[src/rtl/sync_fifo_flex.sv]
// sync_fifo_flex: single-clock FWFT FIFO with fill level, almost flags, flush.
// Optional stats outputs (high_water, drop_count) under SYNC_FIFO_FLEX_STATS_EN.
module sync_fifo_flex #(
    parameter int data_width         = 8,
    parameter int depth              = 16,
    parameter int almost_full_level  = 14,
    parameter int almost_empty_level = 2
) (
    input  logic                         clk,
    input  logic                         reset_n,
    input  logic                         flush,
    input  logic [data_width-1:0]        write_data,
    input  logic                         write_valid,
    output logic                         write_ready,
    output logic [data_width-1:0]        read_data,
    output logic                         read_valid,
    input  logic                         read_ack,
    output logic [$clog2(depth+1)-1:0]   fill_level,
    output logic                         almost_full,
`ifdef SYNC_FIFO_FLEX_STATS_EN
    output logic [$clog2(depth+1)-1:0]   high_water,
    output logic [15:0]                  drop_count,
`endif
    output logic                         almost_empty
);

    localparam int PW = (depth > 1) ? $clog2(depth) : 1;
    localparam int CW = $clog2(depth + 1);

    localparam logic [CW-1:0] DEPTH_C = CW'(depth);
    localparam logic [CW-1:0] AF_C    = CW'(almost_full_level);
    localparam logic [CW-1:0] AE_C    = CW'(almost_empty_level);
    localparam logic [PW-1:0] LAST_C  = PW'(depth - 1);

    if (depth < 2) begin : g_bad_depth
        $error("sync_fifo_flex: depth must be >= 2");
    end
    if (almost_full_level < 1 || almost_full_level > depth) begin : g_bad_af
        $error("sync_fifo_flex: almost_full_level out of range");
    end
    if (almost_empty_level < 0 || almost_empty_level > depth - 1) begin : g_bad_ae
        $error("sync_fifo_flex: almost_empty_level out of range");
    end

    logic [data_width-1:0] r_mem [depth];
    logic [PW-1:0]         r_wptr;
    logic [PW-1:0]         r_rptr;
    logic [CW-1:0]         r_count;
    logic                  r_af;
    logic                  r_ae;

    logic                  w_wr_en;
    logic                  w_rd_en;
    logic [CW-1:0]         w_count_nxt;

    assign write_ready  = (r_count != DEPTH_C) && !flush;
    assign read_valid   = (r_count != '0) && !flush;
    assign read_data    = r_mem[r_rptr];
    assign fill_level   = r_count;
    assign almost_full  = r_af;
    assign almost_empty = r_ae;

    assign w_wr_en = write_valid && write_ready;
    assign w_rd_en = read_valid && read_ack;

    // Next fill count; flush overrides any transfer.
    always_comb begin
        w_count_nxt = r_count;
        if (flush) begin
            w_count_nxt = '0;
        end else if (w_wr_en && !w_rd_en) begin
            w_count_nxt = r_count + 1'b1;
        end else if (!w_wr_en && w_rd_en) begin
            w_count_nxt = r_count - 1'b1;
        end
    end

    // Storage write; contents are intentionally not reset.
    always_ff @(posedge clk) begin
        if (w_wr_en) begin
            r_mem[r_wptr] <= write_data;
        end
    end

    // Pointers, count and threshold flags derived from next count.
    always_ff @(posedge clk or negedge reset_n) begin
        if (!reset_n) begin
            r_wptr  <= '0;
            r_rptr  <= '0;
            r_count <= '0;
            r_af    <= 1'b0;
            r_ae    <= 1'b1;
        end else begin
            if (flush) begin
                r_wptr <= '0;
                r_rptr <= '0;
            end else begin
                if (w_wr_en) begin
                    r_wptr <= (r_wptr == LAST_C) ? '0 : r_wptr + 1'b1;
                end
                if (w_rd_en) begin
                    r_rptr <= (r_rptr == LAST_C) ? '0 : r_rptr + 1'b1;
                end
            end
            r_count <= w_count_nxt;
            r_af    <= (w_count_nxt >= AF_C);
            r_ae    <= (w_count_nxt <= AE_C);
        end
    end

`ifdef SYNC_FIFO_FLEX_STATS_EN
    logic [CW-1:0] r_high_water;
    logic [15:0]   r_drop_count;
    logic          w_drop;

    assign w_drop     = write_valid && !write_ready && !flush;
    assign high_water = r_high_water;
    assign drop_count = r_drop_count;

    // Peak occupancy tracker; flush restarts it, drops survive flush.
    always_ff @(posedge clk or negedge reset_n) begin
        if (!reset_n) begin
            r_high_water <= '0;
            r_drop_count <= '0;
        end else begin
            if (flush) begin
                r_high_water <= '0;
            end else if (w_count_nxt > r_high_water) begin
                r_high_water <= w_count_nxt;
            end
            if (w_drop && r_drop_count != 16'hFFFF) begin
                r_drop_count <= r_drop_count + 16'd1;
            end
        end
    end
`endif

endmodule

[config.mk]
export PLATFORM = sky130hd
export DESIGN_NAME = sync_fifo_flex
export DESIGN_NICKNAME = d
export VERILOG_FILES = /design/src/rtl/sync_fifo_flex.sv
export SDC_FILE = /design/constraint.sdc
export NUM_CORES = 1
export LEC_CHECK = 0
export CAP_MARGIN = 0
export CORE_AREA = 5 5 113 115
export CTS_CLUSTER_SIZE = 16
export DETAILED_ROUTE_END_ITERATION = 10
export DIE_AREA = 0 0 118 120
export GPL_ROUTABILITY_DRIVEN = 0
export GPL_TIMING_DRIVEN = 0
export PLACE_DENSITY = 0.8
export SYNTH_ARGS = -nofsm -noshare
export SYNTH_HDL_FRONTEND = slang
export SYNTH_SLANG_ARGS = --single-unit
[constraint.sdc]
create_clock -name clk -period 2 [get_ports clk]
set_input_delay 0.3 -clock clk [delete_from_list [all_inputs] [get_ports clk]]
set_output_delay 0.3 -clock clk [all_outputs]
set_load 0.05 [all_outputs]
**Word level (Yosys, flattened, before mapping)**

Memories as Yosys holds them, arrays and structs flattened.
Index checks and enable logic that the tools add are counted.

- Output and inout bits: 17
- Memories kept: 1
- Register bits: 15
- Input bits: 13
- Bits in writable memories: 128
- Word-level logic and storage cells: 38

Memories:

| name | depth | bits a word | read ports | clocked after memory_dff | wr ports | RTL line | RTL |
|---|---|---|---|---|---|---|---|
| r_mem | 16 | 8 | 1 | 0 | 1 | 45 | `logic [data_width-1:0] r_mem [depth];` |

- Add/subtract/negate cells: 4
- Muxes and demuxes: 11
- $lt $le $gt $ge: 2
- Reductions and logical operators: 12
- Equality and inequality tests: 3

Operator list:

| operator | count |
|---|---|
| 2-to-1 mux 4 bit | 6 |
| 2-to-1 mux 5 bit | 3 |
| adder 4 x 1 -> 4 bit (second input constant) | 2 |
| equality test 4 bit (second input constant) | 2 |
| logical AND 1 bit | 6 |
| adder 5 x 1 -> 5 bit (second input constant) | 1 |
| >= comparator 5 x 4 -> 1 bit (second input constant) | 1 |
| <= comparator 5 x 2 -> 1 bit (second input constant) | 1 |
| inequality test 5 bit (second input constant) | 1 |
| nonzero test 5 bit | 1 |
| subtractor 5 x 1 -> 5 bit (second input constant) | 1 |
| nonzero test 2 bit | 2 |
| zero test 1 bit | 3 |
| 2-to-1 mux 1 bit | 2 |

**Logic depth before layout (Yosys ltp)**

- Depth in word-level cells: 9
- Gate-level depth with buffers: 7
- Depth with buffers taken out: 7

**Worst setup path before layout**

No wires, ideal clock.

- Path kind: reg2reg
- Start: register r_count[0] (netlist: fill_level[0])
- End: memory r_mem[3][0] (enable)
- Library setup time: 0.383 ns
- Arrival time: 2.258 ns
- Slack: -0.641 ns
- Data required time: 1.617 ns
- Path buffers: 0
- Stages on the path, launching flop included: 7
- Clock period less this slack: 2.641 ns
- Path through: dfrtp_1 inv_1 ha_1 and4bb_4 nor2_4 nand2_1 nor3_1

- Longest elaborated chain between the ends: 5

RTL lines:

| item | RTL line | RTL |
|---|---|---|
| start: declaration | 48 | `logic [CW-1:0] r_count;` |
| start signal: assignment | 105 | `r_count <= w_count_nxt;` |
| inequality test 5 bit | 56 | `assign write_ready = (r_count != DEPTH_C) && !flush;` |
| logical AND 1 bit | 56 |  |
| logical AND 1 bit | 63 | `assign w_wr_en = write_valid && write_ready;` |
| 2-to-1 mux 1 bit | 80 | `if (w_wr_en) begin` |
| 2-to-1 mux 1 bit (not written as such) | 81 | `r_mem[r_wptr] <= write_data;` |
| end: declaration | 45 |  |

Every way passes these cells.

**Final worst setup path**

- Start: register r_rptr[0]
- End: output read_data[1]

- Longest elaborated chain between the ends: 1

RTL lines:

| item | RTL line | RTL |
|---|---|---|
| start: declaration | 47 | `logic [PW-1:0] r_rptr;` |
| start signal: assignment | 102 | `r_rptr <= (r_rptr == LAST_C) ? '0 : r_rptr + 1'b1;` |
| memory (16 x 8 bit) | n/a |  |
| end: declaration | 15 | `output logic [data_width-1:0] read_data,` |

Every way passes these cells.

==> results_dict.tcl <==
set metrics [dict create \
    fin_cells 565 \
    area_growth_pct 34.51 \
    crit_start "r_rptr[0]" \
    r2r_end "almost_full" \
    cts_buffers 17 \
    ys_async_sr_fraction_pct 10.49 \
    fp.dieW_um 118 \
    crit_path_start_kind "flop" \
    worstPathArrival_ps 2330 \
    finalWirelength_um 14310 \
    grt_max_degree 17 \
    core_area_um2 11710 \
    outcome "finished with violations" \
    cts-htree-levels 4 \
    routed-via-count 3474 \
    synthFlopType "edfxtp_1" \
    num-fill-cells 718 \
    cp-end-kind "primary output" \
    dieArea_um2 14160 \
    hp-class "primary input to asynchronous set/reset pin" \
    gr-usage-all-layers_pct 20.37 \
    yosys.area.top_type_share_pct 64.44 \
    hold_slack_ps 306.8 \
    die_y_um 120 \
    ctsHoldBuffers 0 \
    final_antenna_net_count 0 \
    ys_types 52 \
    worst_pin_slew_ps 714.6 \
    timing.rr.start "fill_level[1]" \
    ios 30 \
    tns_ps -4999 \
    drc 0 \
    ir_drop_uv 688.8 \
    placed_cell_area_um2 6693 \
    violations "setup timing" \
    worstPathRequired_ps 1700 \
    p_per_area_nw_per_um2 1141 \
    grt_overflow 0 \
    yosys.area.top_type "edfxtp_1" \
    design_area_um2 8023 \
    synth_edf_count 128 \
    avgViaCountPerCell 6.149 \
    portBuffers 28 \
    cap_violations 0 \
    setup_viol 11 \
    crit_type "flop to primary output" \
    yosysSeqAreaShare_pct 70.76 \
    syn_nets 348 \
    drt_first_pass_iters 5 \
    fmax_mhz 380.8 \
    synth_cells 328 \
    skew_ps 8.846 \
    fin_ws_ps -626.3 \
    path_clk_slew_ps 60 \
    cts_tree "done" \
    dr.first_iter.drc_count 292 \
    synth_area_per_cell_um2 18.18 \
    r2r_setup_slack_ps -130 \
    grt_pass1_vias 3694 \
    clock_sinks 143 \
    fin_crit_ps 2626 \
    crit_fanout 5 \
    hpwl_um 7994 \
    start_util_pct 50.93 \
    drive_above_1_share_pct 45.22 \
    slew_viol_final 0 \
    hold_violations 0 \
    synth_area_um2 5964 \
    placed_cells 503 \
    antenna_found_initial 0 \
    diodes 0 \
    rsz0062_at_grt "true" \
    synth-seq-cells 143 \
    cts_buffer_depth 2 \
    fin_nets 425 \
    cts-root-buf "clkbuf_16" \
    slew_headroom_pct 52.21 \
    fin_crit_sh_pct 131.3 \
    grt_pass1_wl_um 21210 \
    p_leak_nw 2.662 \
    insertion_delay_ps 420 \
    reg2reg_depth 7 \
    ys.warnings.count 0 \
    netlist_top_cells_area "edfxtp_1, mux4_2, dfrtp_1" \
    rows 40 \
    avgRoutedWirePerCell_um 25.32 \
]
## cells in the final DEF (no fill, tap or decap), types with 8 or more instances in the layout
master	n
edfxtp_1	128
mux4_2	32
clkbuf_16	20
buf_4	18
buf_6	13
nor2_4	13
clkdlybuf4s50_1	13
buf_12	12
nor2_1	11
mux2i_4	9
nand2_1	9
dfrtp_1	9
a21oi_4	8
## Yosys cell counts, types with 2 or more instances
master / instances
dfrtp_1: 14
a21oi_1: 12
xnor2_1: 5
a211oi_1: 8
edfxtp_1: 128
xor2_1: 2
nor2b_1: 8
nor4_1: 2
nor2_1: 23
mux2i_1: 10
mux4_2: 32
inv_1: 7
buf_1: 2
buf_2: 4
nand2_1: 13
nor3_1: 6
ha_1: 7
nand2b_1: 3
buf_4: 3
clkbuf_1: 7
## cell type report
cell class	instances	area [um^2]	area share (%)
clock inverter	12	166.4	2.074
buffer	15	155.1	1.934
multi-input combinational	161	2101	26.19
tap	147	183.9	2.293
clock buffer	20	456.7	5.692
inverter	7	28.78	0.3587
sequential	143	4227	52.68
timing repair buffer	60	704.4	8.780
## registers in the layout, indices dropped and copies added, names as in the netlist
signal        cells
r_rptr            4
almost_empty      1
fill_level        5
r_wptr            4
r_mem           128
almost_full       1
## worst max path at each step
| stage | slack, ps | cells past startpoint | endpoint |
|---|---|---|---|
| 2_1_floorplan | -180 | 7 | almost_full |
| 5_1_grt | -680 | 7 | read_data[4] |
| 3_3_place_gp | -1160 | 6 | read_data[5] |
| 6_report | -630 | 6 | read_data[1] |
| 3_5_place_dp | -1170 | 6 | read_data[4] |
| 4_1_cts | -660 | 7 | read_data[1] |
## metal layers
layer / up-vias / part of all wire, % / track usage [%]
met2: 176 / 52 / 33.98
met5: - / 0 / 0
met4: 0 / 3.5 / 7.384
li1: 1468 / - / -
met1: 1790 / 37 / 24.67
met3: 40 / 7.3 / 7.116
## logic make-up (layout without fill, tap and decap cells)
logic type               after synthesis  in the layout  share of synthesized area, %
AO/OA/AOI/OAI                         34             34                         3.986
adder cells (fa/ha/maj)                7              7                         1.468
multiplexers                          44             44                         14.18
buffers and inverters                 24            114                         1.909
AND/OR/NAND/NOR                       69             69                         6.671
flip-flops                           143            143                         70.76
XOR/XNOR                               7              7                         1.028
## report_power, final
part / total, mW / internal, mW / switching, mW / leakage [nW]
Clock: 3.30 / 2.14 / 1.16 / 0.309
Combinational: 2.45 / 1.23 / 1.22 / 1.01
Sequential: 3.40 / 3.34 / 0.0647 / 1.35
## timing repair
item,CTS,global route
buffers inserted,23,6
endpoints found under the setup margin,137,13
cloned,0,3
pin swaps,15,8
gates resized for setup,116,22
endpoints found under the hold margin,0,0
## critical path: stages, from the launching register on
cell and delay, ps:
dfrtp_2 440, buf_12 160, clkbuf_16 160, mux4_2 520
a211oi_2 370, a21oi_4 70, buf_6 170
## stage by stage
step,utilization [%],setup slack [ps],power (mW)
final,68.50,-626.3,9.155
after global routing,68.50,-679.5,9.483
after CTS,66.65,-661.2,8.878
after detailed placement,57.15,-1166,5.323
after global placement,57.15,-1165,5.278
after floorplan,-,-179.9,4.855
Note: power is estimated with default switching activity, not from simulation.
==> edit (config.mk and constraints unchanged) <==
The option `SYNC_FIFO_FLEX_STATS_EN` is turned on by a define.
--- a/src/rtl/sync_fifo_flex.sv
+++ b/src/rtl/sync_fifo_flex.sv
@@ -1,4 +1,6 @@
 // sync_fifo_flex: single-clock FWFT FIFO with fill level, almost flags, flush.
 // Optional stats outputs (high_water, drop_count) under SYNC_FIFO_FLEX_STATS_EN.
+`define SYNC_FIFO_FLEX_STATS_EN
+
 module sync_fifo_flex #(
     parameter int data_width         = 8,
Formal check against the unedited RTL (old outputs only; new: drop_count and high_water): equivalent (Yosys induction, for registers that start in step).
==> edit against the unedited design <==
- the run still ends with negative setup slack left
- cell count grew 17%
- power shrank 7.4%
- sequential power grew 11%
- design area grew 11%
- count of clock-buffer cells in the layout grew 2
- via count grew 14%
- sequential cell count grew 21
- synthesized area grew 17%
- wire length grew 6.4%
- non-clock buffer count grew 24
- worst setup slack lost 0.78 ns
- synthesized cell count grew 21%
- critical endpoint is now high_water[3]
- largest power group unchanged
- highest routed layer unchanged
==> edit: results <==
metrics = {
    "placed_design": {
        "port_buffers": 50,
        "place_ws_ns": -1.84,
        "hpwl_microns": 9310,
    },
    "critical_path": {
        "cp.arrival_ns": 3.72,
        "worst-path-max-fanout": 4,
        "slowest_delay_ns": 0.39,
        "crit_slowest_cell": "or3b_4",
    },
    "layout": {
        "final_nets": 524,
        "largest_reg_flops": 128,
        "antenna_cells": 0,
        "drive_above_1_share": 0.389,
        "regMostFlops": "r_mem",
    },
    "routing": {
        "vias": 3951,
        "drt_iter0_markers": 288,
        "wirelength_microns": 15200,
        "drt_pre_antenna_iters": 4,
    },
    "global_route": {
        "antenna_found_initial": 0,
        "grt_first_pass_wirelength_microns": 23100,
        "grt_start_max_net_pins": 37,
        "grt_pass1_vias": 4165,
        "grt_util_all_layers": 0.216,
    },
    "power": {
        "p_leak_uw": 0.00329,
        "intPower_uw": 6400,
        "vdd_drop_max_v": 0.000651,
    },
    "outcome": {
        "status": "finished, violations left",
        "violations": "negative setup slack",
    },
    "timing": {
        "setup_violations": 19,
        "setup_slack_ns": -1.41,
        "maxSlewHeadroom": 0.446,
        "finalHoldViolCount": 0,
        "clock_skew_ns": 0.00792,
    },
    "yosys": {
        "ys_warn_count": 0,
        "synthTopCellsByArea": "edfxtp_1 55%, mux4_2 13%, dfrtp_1 13%, ha_1 2.2%, xnor2_1 1.9%",
        "synth-edff-count": 128,
        "async_flop_share": 0.220,
        "synth_cell_types": 48,
        "synth-seq-area-share": 0.681,
        "synthTopCellsByCount": "128 x edfxtp_1, 40 x mux4_2, 35 x dfrtp_1",
        "synth_nets": 422,
    },
    "clock_network": {
        "insertion_delay_ns": 0.43,
        "root_buffer": "clkbuf_16",
        "ctsLongestPathBuffers": 2,
        "clk_pin_slew_ns": 0.06,
        "h-tree-depth": 4,
        "cts_buffers": 17,
    },
    "worst_hold_path": {
        "hp-class": "reg -> reg",
    },
}
## edit: path summary, 6_finish.rpt
check,start,end,slack (ns),cells past startpoint
worst max-delay path,fill_level[0],high_water[3],-1.41,15
worst min-delay path,drop_count[10],drop_count[10],0.49,1
worst max register to register,fill_level[0],high_water[3],-1.41,15
worst min register to register,drop_count[10],drop_count[10],0.49,1
max in group asynchronous,reset_n,drop_count[9],0.91,2
min in group asynchronous,reset_n,high_water[0],0.50,2
## edit: cell families (layout without fill, tap and decap cells)
| family | count (synthesis) | count (layout) | share of synthesized area |
|---|---|---|---|
| AOI/OAI and AO/OA | 29 | 29 | 0.0305 |
| xor gates and xnor gates | 21 | 21 | 0.0264 |
| adders and majority gates | 12 | 12 | 0.0216 |
| buffers and inverters | 26 | 141 | 0.0167 |
| DFF | 164 | 164 | 0.681 |
| muxes | 48 | 48 | 0.144 |
| and+or+nand+nor | 97 | 97 | 0.0792 |
## edit: area by class of cell
class	instances	area [sq um]
buffer	15	171
clock buffer	22	474
clock inverter	10	106
fill	675	2780
inverter	10	37.5
multi-input combinational	207	2360
sequential	164	4760
tap	147	184
timing repair buffer	84	835
## edit: routing by layer
metal	wire [microns]	global-route usage	vias up	part of all wire
met5	0	0	-	0
met4	264	0.0631	0	0.017
met3	651	0.0580	24	0.043
met2	8290	0.370	116	0.54
met1	6020	0.274	2055	0.40
li1	-	-	1756	-
## edit: power groups by stage
stage               Sequential [uW]  Clock (uW)  Combinational, uW
floorplan                      3930           0                812
global placement               3840           0               1220
detailed placement             3840           0               1250
CTS                            3770        3210               1340
global route                   3780        3400               1620
finish                         3770        3180               1530
## edit: stage by stage
| step | area [sq um] | power (uW) | instances | setup TNS, ns |
|---|---|---|---|---|
| 4_1_cts | 8580 | 8330 | 635 | -12.27 |
| 6_report | 8930 | 8480 | 659 | -15.06 |
| 2_1_floorplan | 7110 | 4740 | 397 | -10.45 |
| 3_5_place_dp | 7790 | 5090 | 594 | -110.44 |
| 5_1_grt | 8930 | 8790 | 659 | -18.86 |
| 3_3_place_gp | 7800 | 5060 | 594 | -104.73 |
## edit: repair_timing
action / 4_1_cts / 5_1_grt
hold buffers: 1 / 0
endpoints found under the hold margin: 35 / 0
pin swaps: 6 / 12
gates resized for setup: 107 / 37
cloned: 0 / 2
setup buffers: 9 / 23
setup endpoints to repair: 155 / 99
## edit: critical path, delay by kind of cell, from the launching register on
kind                       cells  cell delay, ns
AOI/OAI and AO/OA              3            0.79
xor gates and xnor gates       1            0.11
adders and majority gates      2            0.42
buffers and inverters          2            0.20
DFF                            1            0.38
muxes                          1            0.30
and+or+nand+nor                6            1.09
